<file path="config.mk">
export PLATFORM = sky130hd
export DESIGN_NAME = coin_acceptor
export DESIGN_NICKNAME = d
export VERILOG_FILES = /design/src/rtl/coin_pkg.sv /design/src/rtl/edge_det.sv /design/src/rtl/coin_acceptor.sv
export SDC_FILE = /design/constraint.sdc
export NUM_CORES = 1
export LEC_CHECK = 0
export ABC_AREA = 1
export BUFFER_PORTS_ARGS = -buffer_cell sky130_fd_sc_hd__buf_2
export CAP_MARGIN = 20
export CORE_MARGIN = 2
export CORE_UTILIZATION = 55
export DETAILED_ROUTE_END_ITERATION = 10
export HOLD_SLACK_MARGIN = 0.03
export PLACE_DENSITY = 0.86
export SETUP_SLACK_MARGIN = 0.1
export SYNTH_ARGS = -nofsm -noshare
export SYNTH_HDL_FRONTEND = slang
export SYNTH_SLANG_ARGS = --single-unit
</file>
<file path="constraint.sdc">
create_clock -name clk -period 3.5 [get_ports clk]
set_clock_uncertainty 0.1 [all_clocks]
set_input_delay 0.35 -clock clk [delete_from_list [all_inputs] [get_ports clk]]
set_output_delay 0.35 -clock clk [all_outputs]
set_load 0.1 [all_outputs]
</file>
<file path="src/rtl/coin_pkg.sv">
// coin_pkg: shared FSM states, coin values and the loyalty-bonus helper for coin_acceptor.
package coin_pkg;

    typedef enum logic [1:0] {IDLE, ACCUM, LOAD, REFUND} state_t;

    localparam logic [10:0] COIN1_VAL  = 11'd1;
    localparam logic [10:0] COIN5_VAL  = 11'd5;
    localparam logic [10:0] COIN10_VAL = 11'd10;
    localparam logic [9:0]  BONUS_MIN  = 10'd50;

    // Large purchases get an extra tenth, clipped to what a 10-bit money bus can carry.
    function automatic logic [9:0] bonus_money(input logic [9:0] c);
        logic [10:0] b;
        b = {1'b0, c} + {1'b0, c / 10'd10};
        return (c < BONUS_MIN) ? c : ((b > 11'd1023) ? 10'd1023 : b[9:0]);
    endfunction

endpackage

</file>
<file path="src/rtl/edge_det.sv">
// edge_det: single-bit rising-edge detector; a level held high yields one pulse.
module edge_det (
    input  logic clk,
    input  logic rst_n,
    input  logic in,
    output logic pulse
);

    logic in_q;

    always_ff @(posedge clk) begin
        if (!rst_n) in_q <= 1'b0;
        else        in_q <= in;
    end

    assign pulse = in & ~in_q;

endmodule

</file>
<file path="src/rtl/coin_acceptor.sv">
// coin_acceptor: coin credit accumulator feeding game_count with a set/money load strobe.
// Optional COIN_BONUS_EN: boosts money by credit/10 when credit >= 50.
module coin_acceptor
    import coin_pkg::*;
#(
    parameter int MAX_CREDIT  = 999,
    parameter int TIMEOUT_CYC = 1000,
    parameter int CNT_W       = 10
) (
    input  logic       clk,
    input  logic       rst_n,
    input  logic       coin_1,
    input  logic       coin_5,
    input  logic       coin_10,
    input  logic       start,
    input  logic       cancel,
    output logic       set,
    output logic [9:0] money,
    output logic [9:0] credit,
    output logic       reject,
    output logic       refund,
    output logic [9:0] refund_amt
);

    logic e1, e5, e10, es, ec;

    edge_det u_e1  (.clk(clk), .rst_n(rst_n), .in(coin_1),  .pulse(e1));
    edge_det u_e5  (.clk(clk), .rst_n(rst_n), .in(coin_5),  .pulse(e5));
    edge_det u_e10 (.clk(clk), .rst_n(rst_n), .in(coin_10), .pulse(e10));
    edge_det u_es  (.clk(clk), .rst_n(rst_n), .in(start),   .pulse(es));
    edge_det u_ec  (.clk(clk), .rst_n(rst_n), .in(cancel),  .pulse(ec));

    state_t           state, state_nx;
    logic [CNT_W-1:0] cnt, cnt_nx;
    logic [10:0]      add, sum;
    logic [9:0]       credit_nx, load_val;
    logic             coin_any, open_st, accept;

    always_comb begin
        add       = (e1 ? COIN1_VAL : 11'd0) + (e5 ? COIN5_VAL : 11'd0) + (e10 ? COIN10_VAL : 11'd0);
        sum       = {1'b0, credit} + add;
        coin_any  = e1 | e5 | e10;
        open_st   = (state == IDLE) || (state == ACCUM);
        accept    = open_st && coin_any && (sum <= 11'(MAX_CREDIT));
        // LOAD/REFUND hand the credit out, so it empties on their way back to IDLE.
        credit_nx = open_st ? (accept ? sum[9:0] : credit) : 10'd0;
        state_nx  = state;
        case (state)
            IDLE:    state_nx = accept ? ACCUM : IDLE;
            ACCUM:   state_nx = ec ? REFUND : es ? LOAD :
                                (cnt == CNT_W'(TIMEOUT_CYC - 1)) ? REFUND : ACCUM;
            default: state_nx = IDLE;
        endcase
        cnt_nx = (state_nx == ACCUM && !(coin_any | es | ec)) ? cnt + 1'b1 : '0;
`ifdef COIN_BONUS_EN
        load_val = bonus_money(credit_nx);
`else
        load_val = credit_nx;
`endif
    end

    always_ff @(posedge clk) begin
        if (!rst_n) begin
            state      <= IDLE;
            cnt        <= '0;
            credit     <= '0;
            set        <= 1'b0;
            refund     <= 1'b0;
            reject     <= 1'b0;
            money      <= '0;
            refund_amt <= '0;
        end else begin
            state      <= state_nx;
            cnt        <= cnt_nx;
            credit     <= credit_nx;
            set        <= state_nx == LOAD;
            refund     <= state_nx == REFUND;
            reject     <= coin_any && !accept;
            money      <= (state_nx == LOAD) ? load_val : money;
            refund_amt <= (state_nx == REFUND) ? credit_nx : refund_amt;
        end
    end

endmodule

</file>
# == Yosys cells after proc, flatten, opt, wreduce, memory -nomap -nowiden ==
# Index checks and enable logic that the tools add are counted.
# word_totals
reg_bits,50
word_cells,56
# classes
addsub,4
n_lt_le_gt_ge,1
eq_ne,5
n_mux,10
bitwise_logic,14
n_reduce_logical,9
# ops
cell,n
two-way mux 10 bit,2
adder 10 x 5 -> 11 bit,1
less-or-equal comparator 11 x 10 -> 1 bit (second input constant),1
adder 10 x 1 -> 10 bit (second input constant),1
equality test 10 bit (second input constant),1
two-way mux 2 bit,3
adder 4 x 4 -> 5 bit,1
bitwise AND 1 bit,5
inverter 1 bit,5
adder 1 x 3 -> 4 bit,1
equality test 2 x 1 -> 1 bit (second input constant),2
equality test 2 bit (second input constant),2
logical AND 1 bit,4
two-way mux 4 bit,1
OR 1 bit,4
case mux 2 bit (2 select lines),1
two-way mux 3 bit,1
logical NOT 1 bit,2
logical NOT 2 bit,1
two-way mux 1 bit,2
AND reduction 2 bit,1
logical OR 1 bit,1

# == Depth between registers and ports, before layout ==
# Gate-level depths: netlist of the first run.
# depth
ltp_word,13
depth_mapped,18
depth_no_buf,18

# == Hierarchy ==
# From an unflattened synthesis of the first run, not the netlist that was laid out.
# hier_totals
hier_cells,350
area_unflattened_um2,2536.2
# by_module_without_submodules
module,instances,cells_per_inst,area_per_inst_um2,seq_area_each_um2
coin_acceptor,1,325,2348.5,900.9
edge_det,5,5,37.5,20.0

# == Least setup slack after synthesis of the first run ==
# No wires, ideal clock.
# synth_timing
kind,register to register
startpoint,register credit[0]
endpoint,register money[1]
setup_time_ns,0.128
arrival_time_ns,3.197
required_time_ns,3.272
setup_slack_ns,0.075
path_stages_with_launch,17
synth_period_minus_slack_ns,3.425
cell_sequence,dfxtp_1 inv_1 fa_1 fa_1 inv_1 nand3_1 nand2_2 nand3_1 nand2_1 nand2_2 nor2_4 nand3_4 nand2_4 buf_12 nand2_4 nand3_2 a21oi_1
# synth_via
elab_chain_len,6
# synth_rtl
element,line,source
"start, declared",coin_acceptor.sv:19,"output logic [9:0] credit,"
"start signal, assigned",coin_acceptor.sv:75,credit <= credit_nx;
adder 10 x 5 -> 11 bit (*),coin_acceptor.sv:41,"sum = {1'b0, credit} + add;"
less-or-equal comparator 11 x 10 -> 1 bit,coin_acceptor.sv:44,accept = open_st && coin_any && (sum <= 11'(MAX_CREDIT));
logical AND 1 bit,coin_acceptor.sv:44,
two-way mux 1 bit,coin_acceptor.sv:49,IDLE: state_nx = accept ? ACCUM : IDLE;
case mux 2 bit (2 select lines),coin_acceptor.sv:48,case (state)
equality test 2 bit,coin_acceptor.sv:79,money <= (state_nx == LOAD) ? load_val : money;
"end signal, assigned",coin_acceptor.sv:79,
"end, declared",coin_acceptor.sv:18,"output logic [9:0] money,"
# Mark *: on every way between the ends. The rest lies on a longest branch, timed or not.
# A chain may end at the register's enable or synchronous reset.

# == Worst setup path after layout of the first run ==
# layout_timing
startpoint,register credit[0]
endpoint,register refund_amt[4]
# layout_via
elab_chain_len,6
# layout_rtl
element,line,source
adder 10 x 5 -> 11 bit (*),coin_acceptor.sv:41,
less-or-equal comparator 11 x 10 -> 1 bit,coin_acceptor.sv:44,
logical AND 1 bit,coin_acceptor.sv:44,
two-way mux 1 bit,coin_acceptor.sv:49,
case mux 2 bit (2 select lines),coin_acceptor.sv:48,
equality test 2 bit,coin_acceptor.sv:80,refund_amt <= (state_nx == REFUND) ? credit_nx : refund_amt;
"end signal, assigned",coin_acceptor.sv:80,
"end, declared",coin_acceptor.sv:22,output logic [9:0] refund_amt
# Marked as above.

==> summary.md, run 1 <==
| Metric | Value |
|---|---|
| Kind of launch point of the worst setup path | register |
| Cell occurring most often along the worst timing path | sky130_fd_sc_hd__nand3_1 |
| H-tree levels | 2 |
| Final antenna-violating net count | 0 |
| Final cell utilization of the core | between 60% and 70% |
| Fmax | 351 MHz |
| Layout area overhead | 12.7% |
| Setup slack on the worst flop-to-flop path | 0.65 ns |
| Placement row count | 24 |
| Ranking of synthesized cells by area | sky130_fd_sc_hd__dfxtp_1 (41%), sky130_fd_sc_hd__inv_1 (6.9%), sky130_fd_sc_hd__nand2_1 (6.7%) |
| Number of synthesized flops with an enable pin | 0 |
| CP peak stage delay | 0.46 ns |
| Cell type with the highest aggregate area in the netlist | sky130_fd_sc_hd__dfxtp_1 |
| Worst voltage drop across the vdd grid | ~330 uV |
| Core Region | between 4000 and 5000 sq um |
| Total wire length after detailed routing | 4850 um |
| Worst hold slack | 0.131 ns |
| Unrepaired setup endpoints after global routing | false |
| Instance count of the mapped netlist | 315 |
| Leakage power summed over all cells | ~1.4 nW |
| Number of setup violations in the final report | 0 |
| Fraction of power consumed by combinational cells | 35.6% |
| Share of cells above drive strength 1 | 25.6% |
| Number of violations of the max-capacitance limit | 0 |
| Async set-reset flop share out of synthesis | 0% |
| Transition time at the pin with the least slew margin | approximately 0.55 ns |
| Number of cells in the design after placement | roughly 400 |
| Worst Setup End Kind | register |
| Sequential cell area in the final layout | 1000 sq um |
| CP Data Arrival Time | between 3 and 4 ns |
| Via count normalized by instance count | roughly 5 |
| Final worst path period share | 81.5% |
| Worst Path Max Fanout | 11 |
| Per-cell routed wire length | 12.0 um |
| Synthesized area per cell | roughly 8 sq um |
| PD cells | 592 nW/um^2 |
| Type of the most critical hold path | in2reg |
| Clock tree from TritonCTS | yes |
| Relative slew slack | 63.1% |
| Starting DRC count in detailed routing | between 70 and 80 |
| Sequential share of power | 39.4% |
| Net count, final | approximately 360 |
| Top-area cell type share of the netlist area | 40.8% |
| Initial antenna violation count | 0 |
| Final period demand of the worst path | 2.85 ns |
| Hold Fails Final Rpt | 0 |
| Via count of the routed design | 2038 |
| Number of buffers inserted to repair setup after CTS | 0 |
| Fraction of the yosys area taken by sequential cells | about two fifths |
| Total negative slack for setup checks | 0 ns |
| Leading post-synthesis cells by instance count | sky130_fd_sc_hd__dfxtp_1 (50), sky130_fd_sc_hd__inv_1 (45), sky130_fd_sc_hd__nand2_1 (44) |
| Bufs on Longest Clock Path | 2 |
| Die area | between 5000 and 6000 sq um |
| Critical path class | reg2reg |
| Total global routing track utilization | a little over a fifth |
| Most numerous cell in the Yosys netlist | sky130_fd_sc_hd__dfxtp_1 |
| Flops & latches, synth | 50 |
| Initial Utilization | 56.7% |
| Hold Buf Count CTS | 0 |
| Synth cell types | 31 |
| Count of pins over their slew limit | 0 |
| Run status | finished, final reports clean |
| Net count of the mapped netlist | about 330 |
| Switching power of the nets | just under 700 uW |
| Antenna fix cells | 0 |
| Critical path required time | 3.65 ns |
| Number of iterations in the first detailed-routing pass | 4 |
| Post-synth design cell area | roughly 2500 sq um |
| Num CTS Buffers | 5 |
| Post-synth top flop | sky130_fd_sc_hd__dfxtp_1 |
| Synthesis warning total | 0 |
| Port Buffers | 39 |
| Pin count of the biggest net entering global routing | 29 |
| Number of non-filler instances in the completed layout | 403 |
| Clk sink count | 50 |
| Area used by multi-input combinational logic | 1210 sq um |
| Routability congestion estimate from global placement | 0.872 |
| Cell Int Power | approximately 950 uW |
| Switching portion of total power | 42.2% |
| Die Ht | 70.8 um |
| Via count of the first global-routing pass | around 1900 |
| Worst-path cell with the longest stage delay | sky130_fd_sc_hd__fa_1 |
| Number of remaining DRC errors | 0 |
| Clock Tree Root | sky130_fd_sc_hd__clkbuf_8 |
| Number of gates resized after cts | 0 |
| Clock Pin Slew Worst Setup and Hold Paths | roughly 0.09 ns |
| DIE WIDTH | between 70 and 80 um |
| Detailed placement HPWL | around 3700 um |
| Worst-skew pair later-pin latency | 0.31 ns |
| Cell chain of the critical path | inv_1 > fa_1 > fa_1 > inv_1 > nand3_1 > nand2_2 > nand3_1 > nand2_1 > nand2_2 > nor2_4 > nand3_4 > nand2_4 > nand3_1 > nand3_1 > nand2_1 > inv_1 |
| Final-layout fill cell count | 397 |
| Total overflow reported by the global router | 0 |
| Global-route wire length before repair | 8330 um |
| I/O pin count | 40 |
| Clock group share of total power | about a quarter |
==> power groups by stage <==
stage	registers [mW]	clock network, mW	logic (mW)
finish	0.646	0.409	0.583
global route	0.651	0.439	0.623
CTS	0.646	0.413	0.583
detailed placement	0.658	0	0.582
floorplan	0.915	0	0.239
global placement	0.657	0	0.574
==> layout make-up <==
cell class              instances  share of cell area, %
clock buffers                   5                   2.49
repair buffers                 39                   7.07
inverters                      48                   6.52
multi-input cells             206                   43.7
flip-flops and latches         50                   36.3
well taps                      52                   2.36
clock inverters                 3                   1.59
==> metrics by stage <==
step                      setup slack [ns]  cell area (sq um)  power, mW
after floorplan                      0.439               2450       1.15
after global placement               0.656               2650       1.23
after detailed placement             0.574               2650       1.24
after CTS                            0.636               2760       1.64
after global routing                 0.416               2760       1.71
final                                0.647               2760       1.64
==> state kept, by name, summed over array words and instances (netlist names) <==
name,cells
u_e10.in_q,1
refund_amt,10
credit,10
u_es.in_q,1
money,10
u_e5.in_q,1
u_ec.in_q,1
set,1
refund,1
state,2
reject,1
cnt,10
u_e1.in_q,1
==> layer usage <==
layer  vias up  global-route usage [%]  routed length (um)
met4         0                    6.29                  68
li1       1067                       -                   -
met1       920                    28.1                2380
met2        45                    33.6                2170
met5         -                       0                   0
met3         6                    5.41                 232
==> cells by family after synthesis <==
logic type	count (synthesis)	share of synthesized area (%)
simple gates	143	31.8
buf+inv	59	9.90
flops	50	40.8
compound gates	49	10.9
xor+xnor	8	2.86
fa+ha+maj	6	3.68
==> cells in the final DEF (no fill, tap or decap) <==
master	synthesis	final
sky130_fd_sc_hd__buf_2	1	39
sky130_fd_sc_hd__o211ai_1	1	1
sky130_fd_sc_hd__nand2_4	8	8
sky130_fd_sc_hd__clkinv_1	1	1
sky130_fd_sc_hd__ha_1	4	4
sky130_fd_sc_hd__inv_2	2	2
sky130_fd_sc_hd__bufinv_16	0	1
sky130_fd_sc_hd__xnor2_1	2	2
sky130_fd_sc_hd__nand3_4	1	1
sky130_fd_sc_hd__nand3b_1	2	2
sky130_fd_sc_hd__a21oi_1	23	23
sky130_fd_sc_hd__inv_1	45	45
sky130_fd_sc_hd__o31ai_2	1	1
sky130_fd_sc_hd__inv_6	0	1
sky130_fd_sc_hd__nand2_2	14	14
sky130_fd_sc_hd__nor3_1	3	3
sky130_fd_sc_hd__clkbuf_8	0	5
sky130_fd_sc_hd__nand3_2	10	10
sky130_fd_sc_hd__o21ai_0	19	19
sky130_fd_sc_hd__nand4_1	5	5
sky130_fd_sc_hd__nand3_1	22	22
sky130_fd_sc_hd__clkinv_2	0	1
sky130_fd_sc_hd__nand2_1	44	44
sky130_fd_sc_hd__nor2_4	2	2
sky130_fd_sc_hd__o21ai_1	1	1
sky130_fd_sc_hd__o21a_1	2	2
sky130_fd_sc_hd__nor2_2	2	2
sky130_fd_sc_hd__dfxtp_2	0	1
sky130_fd_sc_hd__fa_1	2	2
sky130_fd_sc_hd__nor2_1	30	30
sky130_fd_sc_hd__a21oi_2	2	2
sky130_fd_sc_hd__xor2_1	6	6
sky130_fd_sc_hd__dfxtp_1	50	49
==> final timing paths <==
kind	start	to	depth (start not counted)
max reg2reg	credit[0]	refund_amt[4]	16
min reg2reg	cnt[0]	cnt[0]	1
max	credit[0]	refund_amt[4]	16
min	coin_5	u_e5.in_q	3
==> critical path: cells and delay by family, from the launching register on <==
| kind | cells | cell delay (ns) |
|---|---|---|
| buffers and inverters | 3 | 0.22 |
| flip-flops | 1 | 0.34 |
| AND/OR/NAND/NOR | 11 | 1.27 |
| adder cells (fa/ha/maj) | 2 | 0.87 |
Note: power is estimated with default switching activity, not from simulation.
==> inputs of run 2 (changes only) <==
CORE_UTILIZATION = 50   (was 55)
PLACE_DENSITY = 0.83   (was 0.86)
clock period = 2.6 ns   (was 3.5 ns; I/O delays follow)
==> summary.md, run 2 (synthesis gave the netlist of run 1 again) <==
| Metric | Value |
|---|---|
| Pin count of the biggest net entering global routing | 30 |
| Cell occurring most often along the worst timing path | sky130_fd_sc_hd__nand2_2 |
| Detailed placement HPWL | 3850 um |
| Total overflow reported by the global router | 0 |
| Transition time at the pin with the least slew margin | 0.659 ns |
| CP peak stage delay | 0.37 ns |
| Relative slew slack | between 50% and 60% |
| Number of remaining DRC errors | 0 |
| DIE WIDTH | 74.0 um |
| Violated checks | setup timing |
| Clock tree from TritonCTS | yes |
| Worst-path cell with the longest stage delay | sky130_fd_sc_hd__fa_2 |
| H-tree levels | 2 |
| Fraction of met2 tracks used by global routing | a little over a third |
| Type of the most critical hold path | in2reg |
| Final cell utilization of the core | 68.3% |
| Worst Path Max Fanout | 6 |
| Net count, final | 380 |
| Final worst path period share | 102% |
| Global-route wire length before repair | just over 9000 um |
| I/O pin count | 40 |
| Share of cells above drive strength 1 | a little over two fifths |
| Total global routing track utilization | about 22% |
| Final period demand of the worst path | 2.64 ns |
| Initial Utilization | approximately 52% |
| Total wire length after detailed routing | 6070 um |
| Worst-skew pair later-pin latency | 0.30 ns |
| Final antenna-violating net count | 0 |
| Initial antenna violation count | 0 |
| Cell chain of the critical path | inv_2 > nand2_2 > fa_2 > fa_2 > inv_2 > nand3_4 > nand3b_1 > nand2_2 > nand2_2 > nand2_2 > nor2_4 > nand3_4 > buf_8 > nand3_2 > nand3_4 > a21oi_2 |
| Clock Pin Slew Worst Setup and Hold Paths | ~0.090 ns |
| Via count of the first global-routing pass | 2058 |
| Unrepaired setup endpoints after global routing | true |
| Worst voltage drop across the vdd grid | between 300 and 400 uV |
| Core Region | 4720 sq um |
| Port Buffers | 39 |
| Routability congestion estimate from global placement | 0.883 |
| Via count normalized by instance count | ~5.2 |
| PD cells | roughly 770 nW/um^2 |
| Placement-stage worst setup slack | -0.139 ns |
| Antenna fix cells | 0 |
| Number of setup violations in the final report | 14 |
| Met3 routing resource usage after global routing | 5.01% |
| Number of iterations in the first detailed-routing pass | 4 |
| Number of violations of the max-capacitance limit | 0 |
| Worst Setup End Kind | register |
| Final-layout fill cell count | about 350 |
| Starting DRC count in detailed routing | 128 |
| Per-cell routed wire length | 13.9 um |
| Count of pins over their slew limit | 0 |
| Most frequent cells in the layout | sky130_fd_sc_hd__dfxtp_1 (45), sky130_fd_sc_hd__inv_1 (42), sky130_fd_sc_hd__buf_2 (39), sky130_fd_sc_hd__nand2_1 (36), sky130_fd_sc_hd__o21ai_0 (19) |
| Most common cell after layout, fill and taps aside | sky130_fd_sc_hd__dfxtp_1 |
| Clk sink count | 50 |
| Hold Fails Final Rpt | 0 |
| Critical path required time | 2.73 ns |
| Kind of launch point of the worst setup path | register |
| Fmax | 379 MHz |
| Num CTS Buffers | 5 |
| Bufs on Longest Clock Path | 2 |
| Count of buffering cells on the critical path with inverters included | 3 |
| Cell family with the largest share of critical-path delay | simple AND/OR/NAND/NOR gates |
| Layout area overhead | 31.6% |
| Leakage power summed over all cells | around 1.5 nW |
| Non-Filler Cell Area, Final | 3230 sq um |
| Clock Tree Root | sky130_fd_sc_hd__clkbuf_8 |
| CP Data Arrival Time | 2.77 ns |
| Die area | 5480 sq um |
| Via count of the routed design | 2266 |
| Run status | complete, but fails checks |
| Met1 Use GR | 28.3% |
| Setup slack of the critical path after layout | -0.0402 ns |
| Placement row count | 25 |
| Busiest layer in global routing | met2 |
| Critical path class | reg2reg |
| Die Ht | 74.0 um |
| Cell Area, Placed | 2740 sq um |
==> run 2: cell types whose count changed in the layout (fill, tap and decap cells not counted), moves of 4 or more <==
cell / previous run / this run
sky130_fd_sc_hd__nor2_1: 30 / 18
sky130_fd_sc_hd__nand2_1: 44 / 36
sky130_fd_sc_hd__nand3_4: 1 / 13
sky130_fd_sc_hd__nand3_1: 22 / 12
sky130_fd_sc_hd__nand2_4: 8 / 12
sky130_fd_sc_hd__nor2_2: 2 / 13
sky130_fd_sc_hd__a21oi_2: 2 / 10
sky130_fd_sc_hd__nand2_2: 14 / 18
sky130_fd_sc_hd__buf_4: 0 / 13
sky130_fd_sc_hd__a21oi_1: 23 / 15
sky130_fd_sc_hd__dfxtp_1: 49 / 45
==> run 2: routing by layer <==
layer / vias to the layer above / part of all wire, %
met5: - / 0
met1: 1070 / 45
met2: 66 / 48
li1: 1113 / -
met4: 0 / 2.3
met3: 17 / 4.5
==> run 2: area by class of cell <==
cell class,count,area [sq um],area share [%]
flip-flops and latches,50,1010,31.3
multi-input cells,208,1490,46.3
well taps,67,83.8,2.60
repair buffers,54,319,9.89
clock buffers,7,108,3.33
clock inverters,1,30.0,0.931
inverters,48,183,5.66
==> run 2: worst paths after layout <==
| check | from | to | cells after the start | slack [ns] |
|---|---|---|---|---|
| worst min-delay path | coin_10 | u_e10.in_q | 3 | 0.05 |
| worst min register to register | cnt[0] | cnt[0] | 1 | 0.36 |
| worst max register to register | u_e1.in_q | money[5] | 16 | -0.04 |
| worst max-delay path | u_e1.in_q | money[5] | 16 | -0.04 |
==> run 2: tightest hold or removal path: cells and delay by family <==
| kind | cells | cell delay (ns) |
|---|---|---|
| simple gates | 1 | 0.04 |
| buf+inv | 2 | 0.12 |
==> run 2: power by group <==
part / total [mW] / switching (mW) / internal [mW]
clock: 0.620 / 0.248 / 0.371
sequential: 0.880 / 0.0530 / 0.827
combinational: 0.972 / 0.728 / 0.244
==> run 2: timing repair <==
action,4_1_cts,5_1_grt
endpoints found under the setup margin,40,42
setup buffers,6,5
resized for setup,22,37
hold buffers,0,0
cloned,2,0
pin swaps,18,11
endpoints found under the hold margin,0,0
==> run 2: stage by stage <==
step                      setup TNS (ns)  power (mW)  hold WS, ns  std cells
after global placement           -0.0179        1.68        0.331        414
final                             -0.308        2.47       0.0498        435
after floorplan                   -0.316        1.57        0.253        315
after global routing               -4.48        2.58       0.0423        435
after CTS                              0        2.38       0.0450        430
after detailed placement           -1.67        1.69        0.339        414
==> inputs of run 3 (changes only) <==
==> constraint.sdc (replaced) <==
create_clock -name clk -period 2.6 [get_ports clk]
set_clock_uncertainty 0.1 [all_clocks]
set_input_delay 0.13 -clock clk [delete_from_list [all_inputs] [get_ports clk]]
set_output_delay 0.13 -clock clk [all_outputs]
set_load 0.1 [all_outputs]
==> summary.md, run 3 (synthesis gave the netlist of run 1 again) <==
| Metric | Value |
|---|---|
| Run status | complete, but fails checks |
| Violated checks | setup timing |
| Port Buffers | 39 |
| Total wire length after detailed routing | 6520 um |
| PD cells | 753 nW/um^2 |
| Leakage power summed over all cells | 1.50 nW |
| Number of iterations in the first detailed-routing pass | 6 |
| Most common cell after layout, fill and taps aside | sky130_fd_sc_hd__dfxtp_1 |
| Worst Hold Endpoint | u_e10.in_q |
| Hold Path Depth | 3 |
| Relative slew slack | 54.1% |
| Non-Filler Cell Area, Final | 3210 sq um |
| Setup slack on the worst flop-to-flop path | -0.1 ns |
| Hold Fails Final Rpt | 0 |
| Critical path required time | approximately 2.7 ns |
| Setup slack of the critical path after layout | -0.0986 ns |
| Fmax | between 300 and 400 MHz |
| Cell depth of the worst flop-to-flop path | 16 |
| Number of cells in the design after placement | 413 |
| Unrepaired setup endpoints after global routing | true |
| Bufs on Longest Clock Path | 2 |
| Number of non-filler instances in the completed layout | 440 |
| Initial Utilization | 51.9% |
| Type of the most critical hold path | in2reg |
| Layout area overhead | 31.1% |
| Clock tree from TritonCTS | yes |
| Core Region | 4720 sq um |
| Critical hold path startpoint | rst_n |
| Initial antenna violation count | 0 |
| Placement row count | 25 |
| Net count, final | 385 |
| Via count of the routed design | 2305 |
| Total global routing track utilization | 23.2% |
| Per-cell routed wire length | between 10 and 15 um |
| Pin count of the biggest net entering global routing | 30 |
| End of the worst register-to-register path | refund_amt[0] |
| Number of remaining DRC errors | 0 |
| Most frequent cells in the layout | sky130_fd_sc_hd__dfxtp_1 (45), sky130_fd_sc_hd__inv_1 (42), sky130_fd_sc_hd__buf_2 (39), sky130_fd_sc_hd__nand2_1 (38), sky130_fd_sc_hd__nor2_1 (25) |
| Num CTS Buffers | 5 |
| Worst Setup End Kind | register |
| Critical path class | reg2reg |
| Final-layout fill cell count | 346 |
| Worst-skew pair later-pin latency | 0.30 ns |
| Cell Area, Placed | ~2700 sq um |
| Die Ht | between 70 and 80 um |
| CP peak stage delay | 0.38 ns |
| Number of setup violations in the final report | 31 |
| Kind of launch point of the worst setup path | register |
| Via count of the first global-routing pass | about 2200 |
| Final antenna-violating net count | 0 |
| Worst voltage drop across the vdd grid | 475 uV |
| Clk sink count | 50 |
| Via count normalized by instance count | 5.24 |
| Final period demand of the worst path | 2.70 ns |
| CP Data Arrival Time | 2.84 ns |
| Total negative slack for setup checks | -1.60 ns |
| Worst-path cell with the longest stage delay | sky130_fd_sc_hd__fa_2 |
| H-tree levels | 2 |
| Cell chain of the critical path | inv_2 > nand2_2 > fa_2 > fa_2 > inv_2 > nand3_4 > nand3b_1 > nand2_1 > nand2_2 > nand2_2 > nor2_4 > nand3_4 > buf_6 > nand3_2 > nand3_4 > a21oi_2 |
| Detailed placement HPWL | 3930 um |
| Placement-stage worst setup slack | -0.0945 ns |
| DIE WIDTH | between 70 and 80 um |
| Clock Tree Root | sky130_fd_sc_hd__clkbuf_8 |
| Total overflow reported by the global router | 0 |
| Number of violations of the max-capacitance limit | 0 |
| Clock Pin Slew Worst Setup and Hold Paths | 0.09 ns |
| Routability congestion estimate from global placement | 0.862 |
| Starting DRC count in detailed routing | 157 |
| Final worst path period share | 104% |
| Global-route wire length before repair | roughly 10000 um |
| Count of pins over their slew limit | 0 |
| Transition time at the pin with the least slew margin | 0.683 ns |
| I/O pin count | 40 |
| Antenna fix cells | 0 |
| Worst Path Max Fanout | 7 |
| Reg-to-reg critical path startpoint | u_e1.in_q |
| Share of cells above drive strength 1 | between 30 and 40% |
| Die area | 5480 sq um |
-- run 3: cell types whose count changed in the layout (fill, tap and decap cells not counted), sizes merged --
cell | before | now
inv | 47 | 48
dlygate4sd3 | 0 | 5
clkbuf | 7 | 6
-- run 3: layer usage --
layer	up-vias	track usage [%]	wire length, um
li1	1113	-	-
met1	1102	29.7	2830
met2	66	37.6	3220
met3	24	5.28	251
met4	0	10.3	213
met5	-	0	0
-- run 3: what timing repair did --
action | CTS | global route
resized for setup | 16 | 33
pin swaps | 7 | 11
setup buffers | 10 | 3
hold endpoints to repair | 5 | 0
setup endpoints to repair | 41 | 42
gates cloned | 1 | 1
hold buffers | 5 | 0
-- run 3: cell type report --
cell class | count | area (sq um) | share of cell area (%)
repair buffers | 59 | 362 | 11.2
clock inverters | 2 | 36.3 | 1.13
flip-flops and latches | 50 | 1010 | 31.4
well taps | 67 | 83.8 | 2.61
inverters | 48 | 183 | 5.68
multi-input cells | 208 | 1470 | 45.7
clock buffers | 6 | 72.6 | 2.26
-- run 3: metrics by stage --
step | total power, mW | util (%) | hold slack [ns]
floorplan | 1.57 | - | 0.123
global placement | 1.68 | 57.7 | 0.226
detailed placement | 1.69 | 57.7 | 0.229
CTS | 2.32 | 64.3 | 0.191
global route | 2.52 | 68.1 | 0.238
finish | 2.42 | 68.1 | 0.211
-- run 3: critical path, delay by kind of cell, from the launching register on --
| kind | cells | cell delay [ns] |
|---|---|---|
| compound gates | 1 | 0.15 |
| fa+ha+maj | 2 | 0.74 |
| buf+inv | 3 | 0.32 |
| flops | 1 | 0.33 |
| simple gates | 10 | 1.00 |
-- run 3: worst max path at each step --
stage,startpoint,endpoint,cells past startpoint
5_1_grt,u_e1.in_q,money[4],16
4_1_cts,u_e1.in_q,refund_amt[4],17
3_5_place_dp,u_e5.in_q,money[4],15
6_report,u_e1.in_q,refund_amt[0],16
3_3_place_gp,u_e5.in_q,refund_amt[4],15
2_1_floorplan,credit[0],money[0],16
-- run 3: report_power, final --
part           leakage, nW  switching, mW  total (mW)  internal [mW]
logic                 1.03          0.743        1.00          0.257
clock network       0.0557          0.252       0.540          0.288
registers            0.410         0.0532       0.880          0.827
